==> src/rtl/lte_dl_ant_remap_if.sv <==
// Stream interface for the downlink antenna-remap buffer: TDM samples in, remapped samples out.
// The master side feeds samples and observes results; the slave side is the remap block.
interface lte_dl_ant_remap_if #(
  parameter int unsigned ANT_NUM = 8,
  parameter int unsigned ANT_W   = 3,
  parameter int unsigned DW      = 32
);
  logic [ANT_NUM*ANT_W-1:0] i_ant_posinfo;
  logic                     i_fram_hd;
  logic [DW-1:0]            i_data;
  logic                     i_data_valid;
  logic                     o_fram_hd;
  logic                     o_ant_sel;
  logic [DW-1:0]            o_data;
  logic                     o_data_valid;
  logic                     o_trunc;
  logic                     o_map_err;

  modport master (
    output i_ant_posinfo, i_fram_hd, i_data, i_data_valid,
    input  o_fram_hd, o_ant_sel, o_data, o_data_valid, o_trunc, o_map_err
  );

  modport slave (
    input  i_ant_posinfo, i_fram_hd, i_data, i_data_valid,
    output o_fram_hd, o_ant_sel, o_data, o_data_valid, o_trunc, o_map_err
  );
endinterface

==> src/rtl/lte_dl_ant_remap.sv <==
// Ping-pong antenna-remap buffer: writes TDM samples through a per-frame position map and
// streams completed banks out in natural order. Define MAP_CHECK_EN to add duplicate-map checking.
module lte_dl_ant_remap #(
  parameter int unsigned ANT_NUM = 8,
  parameter int unsigned ANT_W   = 3,
  parameter int unsigned GRP     = 4,
  parameter int unsigned DW      = 32
) (
  input  logic               clk,
  input  logic               asy_rst_n,
  lte_dl_ant_remap_if.slave  bus
);
  localparam int unsigned N  = ANT_NUM * GRP;
  localparam int unsigned CW = $clog2(N);
  localparam int unsigned MW = ANT_NUM * ANT_W;
  localparam logic [CW-1:0] LastIdx = CW'(N - 1);

  function automatic logic [MW-1:0] ident_map();
    logic [MW-1:0] m;
    m = '0;
    for (int k = 0; k < int'(ANT_NUM); k++) m[k*ANT_W +: ANT_W] = ANT_W'(k);
    return m;
  endfunction

  localparam logic [MW-1:0] IdentMap = ident_map();

  typedef enum logic [0:0] {StIdle, StRead} state_e;

  logic [MW-1:0] map_q, map_src;
  logic [CW-1:0] wcnt_q, wslot, waddr;
  logic          wbank_q, ff_tag_q, trunc_q;
  logic          pend_q, pend_bank_q, pend_ff_q;
  logic          hd, vld, complete, consume, use_ident;

  logic [DW-1:0] mem [2*N];
  logic [DW-1:0] rd_data_q;

  state_e        state_q;
  logic [CW-1:0] rcnt_q;
  logic          rbank_q, rff_q;
  logic          rd_v_q, rd_ant0_q, rd_ff_q;
  logic          out_v_q, out_as_q, out_fh_q;
  logic [DW-1:0] out_d_q;

  assign hd  = bus.i_fram_hd;
  assign vld = bus.i_data_valid;

  // A header restarts the bank at slot 0 and applies the incoming map immediately.
  assign map_src = hd ? bus.i_ant_posinfo : map_q;
  assign wslot   = hd ? '0 : wcnt_q;

  always_comb begin
    waddr = wslot;
    if (!use_ident) waddr[ANT_W-1:0] = map_src[int'(wslot[ANT_W-1:0])*ANT_W +: ANT_W];
  end

  assign complete = vld && !hd && (wcnt_q == LastIdx);
  assign consume  = pend_q && ((state_q == StIdle) || (rcnt_q == LastIdx));

`ifdef MAP_CHECK_EN
  logic chk_q, bad_q, err_q, dup;

  always_comb begin
    dup = 1'b0;
    for (int i = 0; i < int'(ANT_NUM); i++) begin
      for (int j = i + 1; j < int'(ANT_NUM); j++) begin
        if (map_q[i*ANT_W +: ANT_W] == map_q[j*ANT_W +: ANT_W]) dup = 1'b1;
      end
    end
  end

  // Identity stays in force while the new map is being checked and for a bad frame.
  assign use_ident = hd | chk_q | bad_q;

  always_ff @(posedge clk or negedge asy_rst_n) begin
    if (!asy_rst_n) begin
      chk_q <= 1'b0;
      bad_q <= 1'b0;
      err_q <= 1'b0;
    end else if (hd) begin
      chk_q <= 1'b1;
    end else if (chk_q) begin
      chk_q <= 1'b0;
      bad_q <= dup;
      err_q <= dup;
    end
  end

  assign bus.o_map_err = err_q;
`else
  assign use_ident     = 1'b0;
  assign bus.o_map_err = 1'b0;
`endif

  always_ff @(posedge clk or negedge asy_rst_n) begin
    if (!asy_rst_n) begin
      map_q       <= IdentMap;
      wcnt_q      <= '0;
      wbank_q     <= 1'b0;
      ff_tag_q    <= 1'b0;
      trunc_q     <= 1'b0;
      pend_q      <= 1'b0;
      pend_bank_q <= 1'b0;
      pend_ff_q   <= 1'b0;
    end else begin
      trunc_q <= hd && (wcnt_q != '0);
      if (hd) begin
        map_q    <= bus.i_ant_posinfo;
        ff_tag_q <= 1'b1;
        wcnt_q   <= vld ? CW'(1) : '0;
      end else if (vld) begin
        wcnt_q <= wcnt_q + CW'(1);
        if (complete) begin
          wbank_q  <= ~wbank_q;
          ff_tag_q <= 1'b0;
        end
      end
      if (complete) begin
        pend_q      <= 1'b1;
        pend_bank_q <= wbank_q;
        pend_ff_q   <= ff_tag_q;
      end else if (consume) begin
        pend_q <= 1'b0;
      end
    end
  end

  always_ff @(posedge clk) begin
    if (vld) mem[{wbank_q, waddr}] <= bus.i_data;
    rd_data_q <= mem[{rbank_q, rcnt_q}];
  end

  always_ff @(posedge clk or negedge asy_rst_n) begin
    if (!asy_rst_n) begin
      state_q   <= StIdle;
      rcnt_q    <= '0;
      rbank_q   <= 1'b0;
      rff_q     <= 1'b0;
      rd_v_q    <= 1'b0;
      rd_ant0_q <= 1'b0;
      rd_ff_q   <= 1'b0;
      out_v_q   <= 1'b0;
      out_as_q  <= 1'b0;
      out_fh_q  <= 1'b0;
      out_d_q   <= '0;
    end else begin
      rd_v_q    <= (state_q == StRead);
      rd_ant0_q <= (rcnt_q[ANT_W-1:0] == '0);
      rd_ff_q   <= rff_q && (rcnt_q == '0);
      out_v_q   <= rd_v_q;
      out_d_q   <= rd_v_q ? rd_data_q : '0;
      out_as_q  <= rd_v_q && rd_ant0_q;
      out_fh_q  <= rd_v_q && rd_ff_q;
      unique case (state_q)
        StIdle: begin
          if (pend_q) begin
            state_q <= StRead;
            rcnt_q  <= '0;
            rbank_q <= pend_bank_q;
            rff_q   <= pend_ff_q;
          end
        end
        StRead: begin
          rcnt_q <= rcnt_q + CW'(1);
          if (rcnt_q == LastIdx) begin
            if (pend_q) begin
              rbank_q <= pend_bank_q;
              rff_q   <= pend_ff_q;
            end else begin
              state_q <= StIdle;
            end
          end
        end
        default: state_q <= StIdle;
      endcase
    end
  end

  assign bus.o_data_valid = out_v_q;
  assign bus.o_data       = out_d_q;
  assign bus.o_ant_sel    = out_as_q;
  assign bus.o_fram_hd    = out_fh_q;
  assign bus.o_trunc      = trunc_q;
endmodule

==> src/flat_wrapper.sv <==
// flat-port wrapper written by rule: the top's interface ports become plain ports
module lte_dl_ant_remap_flat 
#(
  parameter int unsigned ANT_NUM = 8,
  parameter int unsigned ANT_W   = 3,
  parameter int unsigned GRP     = 4,
  parameter int unsigned DW      = 32
)
  (clk, asy_rst_n, bus_i_ant_posinfo, bus_i_fram_hd, bus_i_data, bus_i_data_valid, bus_o_fram_hd, bus_o_ant_sel, bus_o_data, bus_o_data_valid, bus_o_trunc, bus_o_map_err);
  lte_dl_ant_remap_if #(.ANT_NUM(ANT_NUM), .ANT_W(ANT_W), .DW(DW)) bus_i ();
  input  logic clk;
  input  logic asy_rst_n;
  input wire logic [$bits(bus_i.i_ant_posinfo)-1:0] bus_i_ant_posinfo;
  input wire logic [$bits(bus_i.i_fram_hd)-1:0] bus_i_fram_hd;
  input wire logic [$bits(bus_i.i_data)-1:0] bus_i_data;
  input wire logic [$bits(bus_i.i_data_valid)-1:0] bus_i_data_valid;
  output wire logic [$bits(bus_i.o_fram_hd)-1:0] bus_o_fram_hd;
  output wire logic [$bits(bus_i.o_ant_sel)-1:0] bus_o_ant_sel;
  output wire logic [$bits(bus_i.o_data)-1:0] bus_o_data;
  output wire logic [$bits(bus_i.o_data_valid)-1:0] bus_o_data_valid;
  output wire logic [$bits(bus_i.o_trunc)-1:0] bus_o_trunc;
  output wire logic [$bits(bus_i.o_map_err)-1:0] bus_o_map_err;
  assign bus_i.i_ant_posinfo = bus_i_ant_posinfo;
  assign bus_i.i_fram_hd = bus_i_fram_hd;
  assign bus_i.i_data = bus_i_data;
  assign bus_i.i_data_valid = bus_i_data_valid;
  assign bus_o_fram_hd = bus_i.o_fram_hd;
  assign bus_o_ant_sel = bus_i.o_ant_sel;
  assign bus_o_data = bus_i.o_data;
  assign bus_o_data_valid = bus_i.o_data_valid;
  assign bus_o_trunc = bus_i.o_trunc;
  assign bus_o_map_err = bus_i.o_map_err;
  lte_dl_ant_remap #(.ANT_NUM(ANT_NUM), .ANT_W(ANT_W), .GRP(GRP), .DW(DW)) u_core (.clk(clk), .asy_rst_n(asy_rst_n), .bus(bus_i));
endmodule
==> config.mk <==
export PLATFORM = sky130hd
export DESIGN_NAME = lte_dl_ant_remap_flat
export DESIGN_NICKNAME = d
export VERILOG_FILES = /design/src/rtl/lte_dl_ant_remap_if.sv /design/src/rtl/lte_dl_ant_remap.sv /design/src/flat_wrapper.sv
export SDC_FILE = /design/constraint.sdc
export NUM_CORES = 2
export LEC_CHECK = 0
export ABC_CLOCK_PERIOD_IN_PS = 9500
export CORE_MARGIN = 2
export CORE_UTILIZATION = 30
export CTS_CLUSTER_DIAMETER = 120
export CTS_CLUSTER_SIZE = 20
export DETAILED_ROUTE_END_ITERATION = 6
export DONT_BUFFER_PORTS = 1
export PLACE_DENSITY_LB_ADDON = 0.3
export SKIP_CTS_REPAIR_TIMING = 1
export SLEW_MARGIN = 10
export SYNTH_ARGS = -nofsm -noshare
export SYNTH_HDL_FRONTEND = slang
export SYNTH_SLANG_ARGS = --single-unit
==> constraint.sdc <==
create_clock -name clk -period 9.5 [get_ports clk]
set_input_delay 0.95 -clock clk [delete_from_list [all_inputs] [get_ports clk]]
set_output_delay 0.95 -clock clk [all_outputs]
set_load 0.01 [all_outputs]
# Yosys cells after proc, flatten, opt, wreduce, memory -nomap -nowiden
# Memories as Yosys holds them, arrays and structs flattened. A register that Yosys moved wholly into a read port is not among the register bits.
# Cells that the tools add are included.
# word_totals
regBits	81
latch_bits	0
ramBits	2048
romBits	0
in_bits	60
out_inout_bits	37
elab_cells	72
mem_count	1
# mem_list
name	words	word_bits	read_ports	rd_clocked_by_memory_dff	wr	line	text
u_core.mem	64	32	1	1	1	lte_dl_ant_remap.sv:35	logic [DW-1:0] mem [2*N];
# classes
add_sub_neg	2
n_mul	1
div_mod_pow	0
magnitude_cmp	0
n_eq_ne	4
n_shift	1
mux	24
bitwise_logic	3
n_reduce_logical	17
# op_table
cell	n
two-way mux 32 bit	1
two-way mux 24 bit	1
indexed part select 24 x 6 -> 3 bit	1
two-way mux 5 bit	4
two-way mux 1 bit	14
adder 5 x 1 -> 5 bit, second input constant	2
equality test 5 bit, second input constant	2
case mux 5 bit (2 select lines)	1
logical AND 1 bit	7
case mux 1 bit (2 select lines)	3
nonzero test 2 bit	3
logical NOT 5 bit	1
multiplier 3 x 2 -> 5 bit, second input constant	1
nonzero test 5 bit	1
logical NOT 3 bit	1
NOT 1 bit	3
AND reduction 3 bit	1
!= test 2 x 1 -> 1 bit, second input constant	1
!= test 2 bit, second input constant	1
AND reduction 2 bit	1
logical NOT 1 bit	1
logical OR 1 bit	1

# Longest topological paths before layout
# logic_depth
ltp_word	6
mapped_depth	10

# Least setup slack after synthesis
# No wires, ideal clock.
# synth_path
path_kind	input to register
start	in bus_i_fram_hd
end	mem u_core.mem[37][0], enable pin
setup_time_ns	0.421
t_arrival_ns	3.392
required_ns	9.079
path_slack_ns	5.687
stages	6
cell_sequence	buf_1 clkbuf_1 nand2_1 o21ai_0 nand3_1 nor2_1
# synth_via
elab_chain_len	3
elab_cells_between_ends	4
classes_between	1 x mul; 1 x shift; 2 x mux
# synth_lines
element	line	text
start, declared	flat_wrapper.sv:14	input wire logic [$bits(bus_i.i_fram_hd)-1:0] bus_i_fram_hd;
two-way mux 5 bit	lte_dl_ant_remap.sv:50	assign wslot = hd ? '0 : wcnt_q;
multiplier 3 x 2 -> 5 bit	lte_dl_ant_remap.sv:54	if (!use_ident) waddr[ANT_W-1:0] = map_src[int'(wslot[ANT_W-1:0])*ANT_W +: ANT_W];
indexed part select 24 x 6 -> 3 bit	lte_dl_ant_remap.sv:54	
end, declared	lte_dl_ant_remap.sv:35	
# Parallel ways exist; a longest one is shown, timed or not.

==> results.yml <==
sta:
  setup_viol: 0
  skew_ns: 0.0397
  hold_viol_final: 0
  worst_pin_slew_ns: 1.44
  fmax_mhz: 222
  fin_setup_tns_ns: 0
  period_minus_slack_ns: 4.51
  slew_violations: 0
  finalCritPeriodShare_pct: 47.4
  relSlewSlack_pct: 3.31
  rsz0062_at_grt: "no"
setup_path:
  cp-startpoint: "u_core.rcnt_q[0]"
  critPathCapture: "u_core.rd_data_q[27]"
  r2r_setup_slack_ns: 4.99
  critPathCaptureType: "flop"
  crit_arrival_ns: 5.18
  r2r-end: "u_core.rd_data_q[27]"
  timing.rr.start: "u_core.rcnt_q[0]"
  worstSetupPathType: "reg -> reg"
  crit_path_start_kind: "flop"
  cp_max_fo: 103
  worst_ep_required_time_ns: 10.17
  worst_r2r_path_depth: 6
yosys:
  synth.top_cell.area_share_pct: 74.9
  ys_seq_elements: 2161
  synth_ff_type: "edfxtp_1"
  synth-simple-area-share_pct: 1.94
  yosysSeqAreaShare_pct: 78.2
  postSynthAreaPerCell_um2: 21.5
  synth_area_leaders: "edfxtp_1 (75%), mux4_2 (12%), mux2i_1 (2.9%), dfrtp_1 (2.1%), dfxtp_1 (0.78%)"
  syn-cell-area_um2: 82100
  synth_xor_area_share_pct: 0.0427
  synth-edff-count: 2048
  synth_compound_area_share_pct: 3.35
  synthesis.instances: 3812
  synth_top_cell_by_area: "edfxtp_1"
  async_reset_ff_share_pct: 3.75
  synth_mux_area_share_pct: 14.9
  synth_nets: 3878
  synth_top_family_by_area: "multiplexers"
  synth_common_cells: "edfxtp_1 (2048), mux4_2 (422), mux2i_1 (240)"
  yosysMostFrequentCell: "edfxtp_1"
  yosysWarnings: 0
  yosys.cell_types.count: 58
  synthAdderAreaFrac_pct: 0.0914
placed_design:
  place_congestion: 0.753
  hpwlAfterDp_um: 122000
  io_buffers: 0
clock_network:
  clk_path_buf_depth: 3
  path_clk_slew_ns: 0.08
  cts_tree: "done"
  cts_root_buffer: "clkbuf_16"
  worstSkewPairLatency_ns: 0.81
  clkSinkCount: 2161
  cts_made_buffers: 118
  ctsHtreeMaxLevel: 3
cells_and_area:
  utilization_pct: 33.1
  register_area_um2: 64200
  areaGrowthSynthToFinish_pct: 9.99
  drive_gt1_share_pct: 20.3
  multiInputGateArea_um2: 17200
  nets: 3895
  n_fill_cell: 25624
global_route:
  grt_max_degree: 152
  grt_first_pass_wirelength_um: 311000
  gr-total-overflow: 0
  grt_pass1_vias: 39286
  antenna_found_initial: 10
  grt_util_all_layers_pct: 15.6
detailed_routing:
  drc: 0
  dr.first_iter.drc_count: 3651
  vias: 38653
  vias_per_cell: 5.13
  wl_um: 220000
  wl_per_cell_um: 29.2
  dr.pass1.iters: 5
  ant_nets: 0
die:
  initial_core_util_pct: 30.1
  dieArea_um2: 278000
  die_w_um: 527
  io_pins: 97
  rows: 192
  core_area_um2: 273000
  fp.dieH_um: 527
min_path:
  hold_path.class: "in -> async"
power_and_ir_drop:
  irDropWorstVdd_v: 0.000157
  p_leak_nw: 26.2
  pwr_density_cell_nw_per_um2: 179
outcome:
  status: "completed"
run:
  drv_cap: 0
-- final cells by class --
cell class	count	share of cell area [%]
clock inverter	8	0.130
timing repair buffer	110	1.02
tap	3589	4.97
inverter	9	0.0388
sequential	2161	71.1
antenna	14	0.0388
clock buffer	216	3.68
multi-input combinational	1429	19.1
-- critical path, stage by stage, from the launching register on --
cell     delay, ns
dfrtp_4       1.02
buf_12        0.68
buf_4         0.89
mux4_2        0.62
o22ai_1       0.58
nor4_1        0.11
o22a_1        0.23
-- where the power goes --
group | total (mW) | internal (mW) | switching (mW)
sequential | 10.5 | 10.5 | 0.0330
combinational | 0.191 | 0.0543 | 0.137
clock | 5.44 | 2.38 | 3.06
-- metal layers --
| metal | GRT usage, % | share of wire (%) | vias up |
|---|---|---|---|
| li1 | - | - | 15897 |
| met1 | 21.3 | 43 | 21515 |
| met2 | 26.2 | 49 | 1029 |
| met3 | 2.37 | 5.5 | 212 |
| met4 | 3.49 | 2.0 | 0 |
| met5 | 0 | 0 | - |
-- kinds of logic (layout without fill, tap and decap cells) --
family,after synthesis,in the layout
and+or+nand+nor,345,345
buffers and inverters,222,343
adders and majority gates,6,6
xor gates and xnor gates,4,4
muxes,692,692
other,1,15
AOI/OAI and AO/OA,381,381
DFF,2161,2161
-- state kept, by name (all words and copies together), names as in the netlist, 5 cells and up --
name               cells
u_core.bus.o_data     32
u_core.rd_data_q      32
u_core.map_q          24
u_core.wcnt_q          5
u_core.mem          2048
u_core.rcnt_q          5
-- worst min path at each step --
stage	depth (start not counted)	slack (ns)	end
2_1_floorplan	0	0.37	u_core.rd_v_q
3_3_place_gp	1	0.46	u_core.bus.o_fram_hd
3_5_place_dp	2	0.47	u_core.ff_tag_q
4_1_cts	0	-0.22	u_core.map_q[6]
5_1_grt	1	0.05	u_core.map_q[8]
6_report	1	0.06	u_core.map_q[6]
-- placed cells by master (no fill, tap or decap), types with 6 or more instances in the layout --
| master | netlist | layout |
|---|---|---|
| nor2b_1 | 16 | 12 |
| nand3_1 | 7 | 7 |
| o21ai_0 | 46 | 41 |
| dfxtp_1 | 32 | 32 |
| a22o_1 | 15 | 15 |
| a221o_1 | 15 | 15 |
| a31oi_1 | 19 | 19 |
| and2_1 | 37 | 37 |
| a21oi_1 | 46 | 46 |
| a22oi_1 | 41 | 41 |
| nor2_1 | 115 | 51 |
| mux4_2 | 422 | 422 |
| o22a_1 | 24 | 24 |
| nor2_4 | 0 | 64 |
| edfxtp_1 | 2048 | 2048 |
| nor3_1 | 27 | 26 |
| clkbuf_1 | 55 | 98 |
| buf_12 | 0 | 6 |
| nor4_1 | 14 | 14 |
| diode_2 | 0 | 14 |
| dfstp_2 | 12 | 12 |
| nand2b_1 | 13 | 12 |
| a221oi_1 | 22 | 22 |
| clkbuf_16 | 0 | 118 |
| o221ai_1 | 39 | 39 |
| buf_4 | 52 | 103 |
| mux2_2 | 30 | 30 |
| nand2_1 | 98 | 96 |
| o22ai_1 | 82 | 82 |
| inv_1 | 8 | 8 |
| dfrtp_1 | 69 | 63 |
| ha_1 | 6 | 6 |
| mux2i_1 | 240 | 240 |
-- stage by stage --
step                      instance area, um^2  hold slack (ns)  cells  power (mW)  worst slack, ns
after global placement                  86800            0.455   7295        10.9             4.86
after CTS                               90300           -0.219   7520        16.3             4.86
after floorplan                         82100            0.373   3812        10.8             5.69
final                                   90300           0.0597   7536        16.1             4.99
after global routing                    90300           0.0509   7527        16.6             4.61
after detailed placement                86800            0.465   7296        10.9             4.89
(Power assumes the default switching activity.)
